## config.mk

```make
export PLATFORM = sky130hd
export DESIGN_NAME = kernel_axis_serializer
export DESIGN_NICKNAME = d
export VERILOG_FILES = /design/src/rtl/kernel_remap_pkg.sv /design/src/rtl/kernel_pingpong_buf.sv /design/src/rtl/kernel_axis_serializer.sv
export SDC_FILE = /design/constraint.sdc
export NUM_CORES = 1
export LEC_CHECK = 0
export BUFFER_PORTS_ARGS = -buffer_cell sky130_fd_sc_hd__buf_2
export CAP_MARGIN = 30
export CORE_ASPECT_RATIO = 2
export CORE_MARGIN = 4
export CORE_UTILIZATION = 45
export CTS_CLUSTER_DIAMETER = 40
export CTS_CLUSTER_SIZE = 16
export DETAILED_ROUTE_END_ITERATION = 8
export SYNTH_ARGS = -nofsm -noshare
export SYNTH_HDL_FRONTEND = slang
export SYNTH_SLANG_ARGS = --single-unit
```

## constraint.sdc

```tcl
create_clock -name i_clk -period 38.3 [get_ports i_clk]
set_input_delay 1.915 -clock i_clk [delete_from_list [all_inputs] [get_ports i_clk]]
set_output_delay 1.915 -clock i_clk [all_outputs]
set_load 0.005 [all_outputs]
```

## src/rtl/kernel_remap_pkg.sv

```systemverilog
// ============================================================================
// Module  : kernel_remap_pkg
// Brief   : Shared types, widths and pixel-order remap helper for the
//           kernel AXI4-Stream serializer.
// Revision: 1.0 - initial release
// ============================================================================
`default_nettype none

package kernel_remap_pkg;

  localparam int unsigned KSER_KERNEL_PIX       = 64;
  localparam int unsigned KSER_KERNELS_PER_LINE = 192;
  localparam int unsigned PIX_IDX_W             = $clog2(KSER_KERNEL_PIX);
  localparam int unsigned LINE_CNT_W            = $clog2(KSER_KERNELS_PER_LINE);

  typedef enum logic [0:0] {
    IDLE   = 1'b0,
    STREAM = 1'b1
  } kser_state_t;

  typedef struct packed {
    logic full;
    logic odd;
    logic sof;
  } bank_meta_t;

  // Kernel size is a power of two, so N-1-idx is the bitwise complement.
  function automatic logic [PIX_IDX_W-1:0] remap_idx(input logic [PIX_IDX_W-1:0] idx,
                                                     input logic                 odd);
    return odd ? ~idx : idx;
  endfunction

endpackage

`default_nettype wire

```

## src/rtl/kernel_pingpong_buf.sv

```systemverilog
// ============================================================================
// Module  : kernel_pingpong_buf
// Brief   : Two-bank kernel store with full/odd/sof tags and write/read
//           bank pointers; accepts into a bank freed on the same edge.
// Revision: 1.0 - initial release
// ============================================================================
`default_nettype none

module kernel_pingpong_buf
  import kernel_remap_pkg::*;
#(
  parameter int unsigned DATA_WIDTH       = 8,
  parameter int unsigned IMAGE_KERNEL_12K = 64,
  localparam int unsigned PIX_W           = $clog2(IMAGE_KERNEL_12K)
) (
  input  logic                                         i_clk,
  input  logic                                         i_aresetn,
  input  logic                                         i_wr_strobe,
  input  logic [0:IMAGE_KERNEL_12K-1][DATA_WIDTH-1:0]  i_wr_kernel,
  input  logic                                         i_wr_odd,
  input  logic                                         i_wr_sof,
  input  logic                                         i_rd_release,
  input  logic                                         i_rd_bank_sel,
  input  logic [PIX_W-1:0]                             i_rd_addr,
  output logic [DATA_WIDTH-1:0]                        o_rd_pixel,
  output logic                                         o_rd_bank,
  output bank_meta_t [1:0]                             o_meta,
  output logic                                         o_drop
);

  logic [0:IMAGE_KERNEL_12K-1][DATA_WIDTH-1:0] r_bank [2];
  bank_meta_t [1:0]                            r_meta;
  logic                                        r_wr_bank;
  logic                                        r_rd_bank;
  logic                                        w_free;
  logic                                        w_accept;

  assign w_free   = !r_meta[r_wr_bank].full || (i_rd_release && (r_rd_bank == r_wr_bank));
  assign w_accept = i_wr_strobe && w_free;
  assign o_drop   = i_wr_strobe && !w_free;

  // A release and a capture on the same bank leave it full with new tags.
  always_ff @(posedge i_clk or negedge i_aresetn) begin
    if (!i_aresetn) begin
      r_meta    <= '0;
      r_wr_bank <= 1'b0;
      r_rd_bank <= 1'b0;
    end else begin
      if (i_rd_release) begin
        r_meta[r_rd_bank].full <= 1'b0;
        r_rd_bank              <= ~r_rd_bank;
      end
      if (w_accept) begin
        r_meta[r_wr_bank] <= '{full: 1'b1, odd: i_wr_odd, sof: i_wr_sof};
        r_wr_bank         <= ~r_wr_bank;
      end
    end
  end

  always_ff @(posedge i_clk) begin
    if (w_accept) begin
      r_bank[r_wr_bank] <= i_wr_kernel;
    end
  end

  assign o_rd_pixel = r_bank[i_rd_bank_sel][i_rd_addr];
  assign o_rd_bank  = r_rd_bank;
  assign o_meta     = r_meta;

endmodule

`default_nettype wire

```

## src/rtl/kernel_axis_serializer.sv

```systemverilog
// ============================================================================
// Module  : kernel_axis_serializer
// Brief   : Replays ping-pong buffered kernels as an AXI4-Stream master with
//           odd-kernel reversal, tuser on SOF and tlast at end of line.
//           Optional KSER_OVF_COUNT_EN adds a saturating drop counter.
// Revision: 1.0 - initial release
// ============================================================================
`default_nettype none

module kernel_axis_serializer
  import kernel_remap_pkg::*;
#(
  parameter int unsigned DATA_WIDTH       = 8,
  parameter int unsigned IMAGE_KERNEL_12K = 64,
  parameter int unsigned KERNELS_PER_LINE = 192
) (
  input  logic                                         i_clk,
  input  logic                                         i_aresetn,
  input  logic [0:IMAGE_KERNEL_12K-1][DATA_WIDTH-1:0]  i_image_kernel,
  input  logic                                         i_kernel_is_ready,
  input  logic                                         i_kernel_is_odd,
  input  logic                                         i_kernel_sof,
  output logic [DATA_WIDTH-1:0]                        o_axis_tdata,
  output logic                                         o_axis_tvalid,
  input  logic                                         i_axis_tready,
  output logic                                         o_axis_tuser,
  output logic                                         o_axis_tlast,
  output logic                                         o_overflow
`ifdef KSER_OVF_COUNT_EN
  ,
  output logic [15:0]                                  o_overflow_cnt
`endif
);

  localparam int unsigned     PIX_W       = $clog2(IMAGE_KERNEL_12K);
  localparam int unsigned     LCW         = $clog2(KERNELS_PER_LINE);
  localparam logic [PIX_W-1:0] C_PIX_LAST  = PIX_W'(IMAGE_KERNEL_12K - 1);
  localparam logic [LCW-1:0]   C_KCNT_LAST = LCW'(KERNELS_PER_LINE - 1);

  kser_state_t       r_state, w_state_nxt;
  logic [PIX_W-1:0]  r_pix_idx, w_pix_nxt, w_rd_addr;
  logic [LCW-1:0]    r_line_kcnt, w_line_kcnt_nxt;
  logic [LCW-1:0]    w_eff_cur, w_kcnt_after, w_base, w_eff_nxt;
  logic              r_tvalid, r_tuser, r_tlast, r_overflow;
  logic [DATA_WIDTH-1:0] r_tdata, w_rd_pixel;
  logic              w_valid_nxt, w_load, w_sel, w_release, w_beat;
  logic              w_user_nxt, w_last_nxt, w_rd_bank, w_drop;
  bank_meta_t [1:0]  w_meta;
  bank_meta_t        w_nxt_meta;

  kernel_pingpong_buf #(
    .DATA_WIDTH       (DATA_WIDTH),
    .IMAGE_KERNEL_12K (IMAGE_KERNEL_12K)
  ) u_buf (
    .i_clk         (i_clk),
    .i_aresetn     (i_aresetn),
    .i_wr_strobe   (i_kernel_is_ready),
    .i_wr_kernel   (i_image_kernel),
    .i_wr_odd      (i_kernel_is_odd),
    .i_wr_sof      (i_kernel_sof),
    .i_rd_release  (w_release),
    .i_rd_bank_sel (w_sel),
    .i_rd_addr     (w_rd_addr),
    .o_rd_pixel    (w_rd_pixel),
    .o_rd_bank     (w_rd_bank),
    .o_meta        (w_meta),
    .o_drop        (w_drop)
  );

  assign w_beat = r_tvalid && i_axis_tready;

  // Next-beat selection: the output registers always hold the pixel on offer,
  // so the mux looks one beat ahead (same kernel, or the other bank on wrap).
  always_comb begin
    w_state_nxt     = r_state;
    w_pix_nxt       = r_pix_idx;
    w_line_kcnt_nxt = r_line_kcnt;
    w_valid_nxt     = r_tvalid;
    w_load          = 1'b0;
    w_release       = 1'b0;
    w_sel           = w_rd_bank;
    w_eff_cur       = w_meta[w_rd_bank].sof ? '0 : r_line_kcnt;
    w_kcnt_after    = (w_eff_cur == C_KCNT_LAST) ? '0 : w_eff_cur + 1'b1;
    w_base          = r_line_kcnt;
    case (r_state)
      IDLE: begin
        if (w_meta[w_rd_bank].full) begin
          w_state_nxt = STREAM;
          w_valid_nxt = 1'b1;
          w_load      = 1'b1;
          w_pix_nxt   = '0;
        end
      end
      STREAM: begin
        if (w_beat) begin
          if (r_pix_idx == C_PIX_LAST) begin
            w_release       = 1'b1;
            w_line_kcnt_nxt = w_kcnt_after;
            w_base          = w_kcnt_after;
            w_sel           = ~w_rd_bank;
            w_pix_nxt       = '0;
            if (w_meta[~w_rd_bank].full) begin
              w_load = 1'b1;
            end else begin
              w_state_nxt = IDLE;
              w_valid_nxt = 1'b0;
            end
          end else begin
            w_pix_nxt = r_pix_idx + 1'b1;
            w_load    = 1'b1;
          end
        end
      end
      default: w_state_nxt = IDLE;
    endcase
    w_nxt_meta = w_meta[w_sel];
    w_eff_nxt  = w_nxt_meta.sof ? '0 : w_base;
    w_user_nxt = (w_pix_nxt == '0) && w_nxt_meta.sof;
    w_last_nxt = (w_pix_nxt == C_PIX_LAST) && (w_eff_nxt == C_KCNT_LAST);
  end

  generate
    if (PIX_W == PIX_IDX_W) begin : g_remap_pkg
      assign w_rd_addr = remap_idx(w_pix_nxt, w_nxt_meta.odd);
    end else begin : g_remap_local
      assign w_rd_addr = w_nxt_meta.odd ? ~w_pix_nxt : w_pix_nxt;
    end
  endgenerate

  always_ff @(posedge i_clk or negedge i_aresetn) begin
    if (!i_aresetn) begin
      r_state     <= IDLE;
      r_pix_idx   <= '0;
      r_line_kcnt <= '0;
      r_tvalid    <= 1'b0;
      r_tdata     <= '0;
      r_tuser     <= 1'b0;
      r_tlast     <= 1'b0;
      r_overflow  <= 1'b0;
    end else begin
      r_state     <= w_state_nxt;
      r_pix_idx   <= w_pix_nxt;
      r_line_kcnt <= w_line_kcnt_nxt;
      r_tvalid    <= w_valid_nxt;
      r_overflow  <= w_drop;
      if (w_load) begin
        r_tdata <= w_rd_pixel;
        r_tuser <= w_user_nxt;
        r_tlast <= w_last_nxt;
      end else if (!w_valid_nxt) begin
        r_tuser <= 1'b0;
        r_tlast <= 1'b0;
      end
    end
  end

`ifdef KSER_OVF_COUNT_EN
  logic [15:0] r_ovf_cnt;

  always_ff @(posedge i_clk or negedge i_aresetn) begin
    if (!i_aresetn) begin
      r_ovf_cnt <= '0;
    end else if (w_drop && (r_ovf_cnt != 16'hFFFF)) begin
      r_ovf_cnt <= r_ovf_cnt + 16'd1;
    end
  end

  assign o_overflow_cnt = r_ovf_cnt;
`endif

  assign o_axis_tdata  = r_tdata;
  assign o_axis_tvalid = r_tvalid;
  assign o_axis_tuser  = r_tuser;
  assign o_axis_tlast  = r_tlast;
  assign o_overflow    = r_overflow;

endmodule

`default_nettype wire

```

==> metrics <==
outcome=finished clean; Setup TNS Final=0 ns; DR WL/cell=34.26 um; # IOs=530; ys async rst share=3.305%; Placer Congestion=0.9235; Net Count, Synth=3090; Max transition margin=~5.7%; Seq/Total Area, Yosys=about three quarters; number of synthesis warnings=0; GR Overflow Total=0; Fmax=around 150 MHz; Final Cycle Share=17.96%; launch point of the worst reg-to-reg path=r_pix_idx[0]; mean post-synth cell area=16.53 um^2; hold buffers post-CTS=0; nets=3626; Hold Path End=o_axis_tdata[3]; Period minus WS final=between 6 and 7 ns; Pre-antenna DRT Iters=6; clock buffer count from CTS=91; first-pass GRT wire length=approximately 210000 um; final std cells w/o fill=around 4400; Hold Crit Depth=2; reg2reg end=o_axis_tdata[1]; Distinct cells, synth=99; Leakage=around 17 nW; worst vdd ir=0.00006174 V; Via density=about 6.3; startpoint types=input pin; largest net degree at the start of global routing=200; post-synth top area share=between 70% and 80%; # resized after CTS=0; Power Total=0.003623 W; EDFF count, synth=approximately 1000; HP Class=flip-flop to flip-flop; Die ar.=99680 um^2; PD cells=between 70 and 80 nW/um^2; Layout Skew=0.03257 ns; initial drt markers=around 3300; ANT nets after route=0; Worst setup startpoint=i_axis_tready; vias post-DR=around 28000; cell area after synthesis=between 40000 and 50000 um^2; Core Area=between 90000 and 100000 um^2; Die Ht=around 440 um; Worst Tran Pin Value=~1.4 ns; Post-CTS Setup Inserts=0; final setup vio count=0; worst hold path startpoint=o_axis_tdata[3]; worst path arrival time=about 7.4 ns; initial core utilization=45.34%; deepest clock path buffer count=3; RSZ-0062 raised after global routing=no; clk slew on worst S/H paths=0.07 ns; Max-Cap Viols=0; Area Growth Syn to Fin=16.73%; die width=approximately 230 um; Rows=between 150 and 200; TritonCTS Sinks=between 1000 and 1500; Post-DP HPWL=approximately 110000 um; cells taking the most area after synthesis=edfxtp_1, mux4_2, nand2_1; Primary FF master, synth=edfxtp_1; vias in the first global route=approximately 28000; Root Buffer=clkbuf_16; R2R setup slack=31.85 ns; layout cell share with drive strength beyond 1=around 30%; initial antenna violation count=approximately 60; CTS tree=built; clock latency on the worst-skew pair=0.71 ns; area leader, netlist=edfxtp_1; Hold Fails Final Rpt=0; crit end category=flip-flop; H-Tree Depth=3; number of port buffers=roughly 530; cells after synthesis=~2600; post-layout util=between 50% and 60%; Placed Instances=4218; Setup CP Type=input pin to flip-flop; CP Max Fanout=49; final wirelength=150900 um; gr usage total=between 20% and 30%; R2R cell count=12; WP data required=slightly below 40 ns; Seq cells post-synth=between 1000 and 1500; DR DRC count=0; Slew Viols, Final=0
==> layer usage <==
metal	track usage (%)	vias up	part of all wire [%]
met5	0	-	0.16
met4	14.56	38	5.7
met3	7.073	336	9.2
met2	49.61	1589	50
met1	35.16	14180	35
li1	-	11520	-
==> placed cells by master, fill, tap and decap left out, drive strengths merged, types with 15 or more instances in the layout <==
master / netlist / routed
a211oi: 36 / 36
a21oi: 60 / 60
a221oi: 22 / 22
a311oi: 25 / 25
a31oi: 26 / 26
and3: 30 / 30
buf: 103 / 603
clkbuf: 57 / 107
clkinv: 2 / 17
dfrtp: 35 / 35
diode: 0 / 33
edfxtp: 1024 / 1024
inv: 9 / 29
mux2: 30 / 30
mux2i: 100 / 100
mux4: 94 / 94
nand2: 283 / 283
nand3: 102 / 102
nand4: 15 / 15
nor2: 65 / 65
nor3: 45 / 45
o211ai: 23 / 23
o21ai: 89 / 89
o221ai: 16 / 16
o22ai: 82 / 82
o31ai: 16 / 16
==> area by class of cell <==
| type | count | area (um^2) |
|---|---|---|
| tap | 1207 | 1510 |
| clock inverter | 44 | 459.2 |
| inverter | 11 | 56.30 |
| multi-input combinational | 1340 | 10220 |
| clock buffer | 107 | 2369 |
| timing repair buffer | 603 | 3266 |
| fill | 7721 | 44120 |
| sequential | 1059 | 31630 |
| antenna | 33 | 82.58 |
==> sequential cells by signal, summed over array words and instances (netlist names) <==
signal	cells
r_state	1
o_axis_tuser	1
o_axis_tlast	1
o_overflow	1
r_pix_idx	6
o_axis_tvalid	1
r_line_kcnt	8
u_buf.r_bank	1024
u_buf.o_rd_bank	1
u_buf.o_meta	6
u_buf.r_wr_bank	1
o_axis_tdata	8
==> logic make-up (layout without fill, tap and decap cells) <==
family                   after synthesis  count (layout)  synth area share, %
AND/OR/NAND/NOR                      585             585                6.415
AO/OA/AOI/OAI                        518             518                8.692
multiplexers                         224             224                8.144
XOR/XNOR                              11              11               0.3328
flip-flops                          1059            1059                74.45
other                                  0              33                    0
adder cells (fa/ha/maj)                2               2              0.05890
buffers and inverters                171             765                1.909
==> synth_stat cells (13+ instances only) <==
cell type  count
edfxtp_1    1024
nand2_1      281
o21ai_0       80
o221ai_1      16
o211ai_1      23
nor3_1        42
buf_2         79
mux2_2        30
mux4_2        94
a211oi_1      35
o22ai_1       82
nand4_1       15
nor2_1        61
dfrtp_1       35
a221oi_1      22
a21oi_1       57
nand3_1       98
and3_1        29
o31ai_1       15
a311oi_1      25
a22oi_1       13
clkbuf_1      57
mux2i_1       99
a31oi_1       25
==> critical path, cell delays in order <==
cell and delay, ns:
buf_2 0.14, nand3_2 0.30, a211oi_4 0.52, nor2_8 0.17, inv_4 0.26, nand3_2 0.78
nand2_8 0.80, buf_4 0.74, mux4_2 0.59, mux2i_1 0.19, a211oi_1 0.23, a2111oi_0 0.50
o22ai_1 0.15
==> per-stage QoR <==
step | instance area [um^2] | hold slack (ns) | worst slack (ns)
global route | 49520 | 0.5536 | 31.33
global placement | 46580 | 0.4958 | 30.89
floorplan | 42480 | 0.4569 | 7.800
finish | 49590 | 0.5169 | 31.42
detailed placement | 46620 | 0.5058 | 30.75
CTS | 49450 | 0.5226 | 31.56
==> how the worst max path moves through the flow <==
stage,endpoint,slack [ns],cells after the start
3_3_place_gp,o_axis_tdata[1],30.89,13
6_report,o_axis_tdata[1],31.42,13
5_1_grt,o_axis_tdata[1],31.33,13
2_1_floorplan,u_buf.o_meta[3],7.80,6
3_5_place_dp,o_axis_tdata[1],30.75,13
4_1_cts,o_axis_tdata[1],31.56,13
==> power breakdown <==
group          switching [W]  internal, W  leakage [nW]
Sequential         0.0000213      0.00131          9.69
Combinational       0.000982     0.000397          5.87
Clock               0.000437     0.000472          1.37
Total                0.00144      0.00218          16.9
Power figures use the tool's default switching activity.
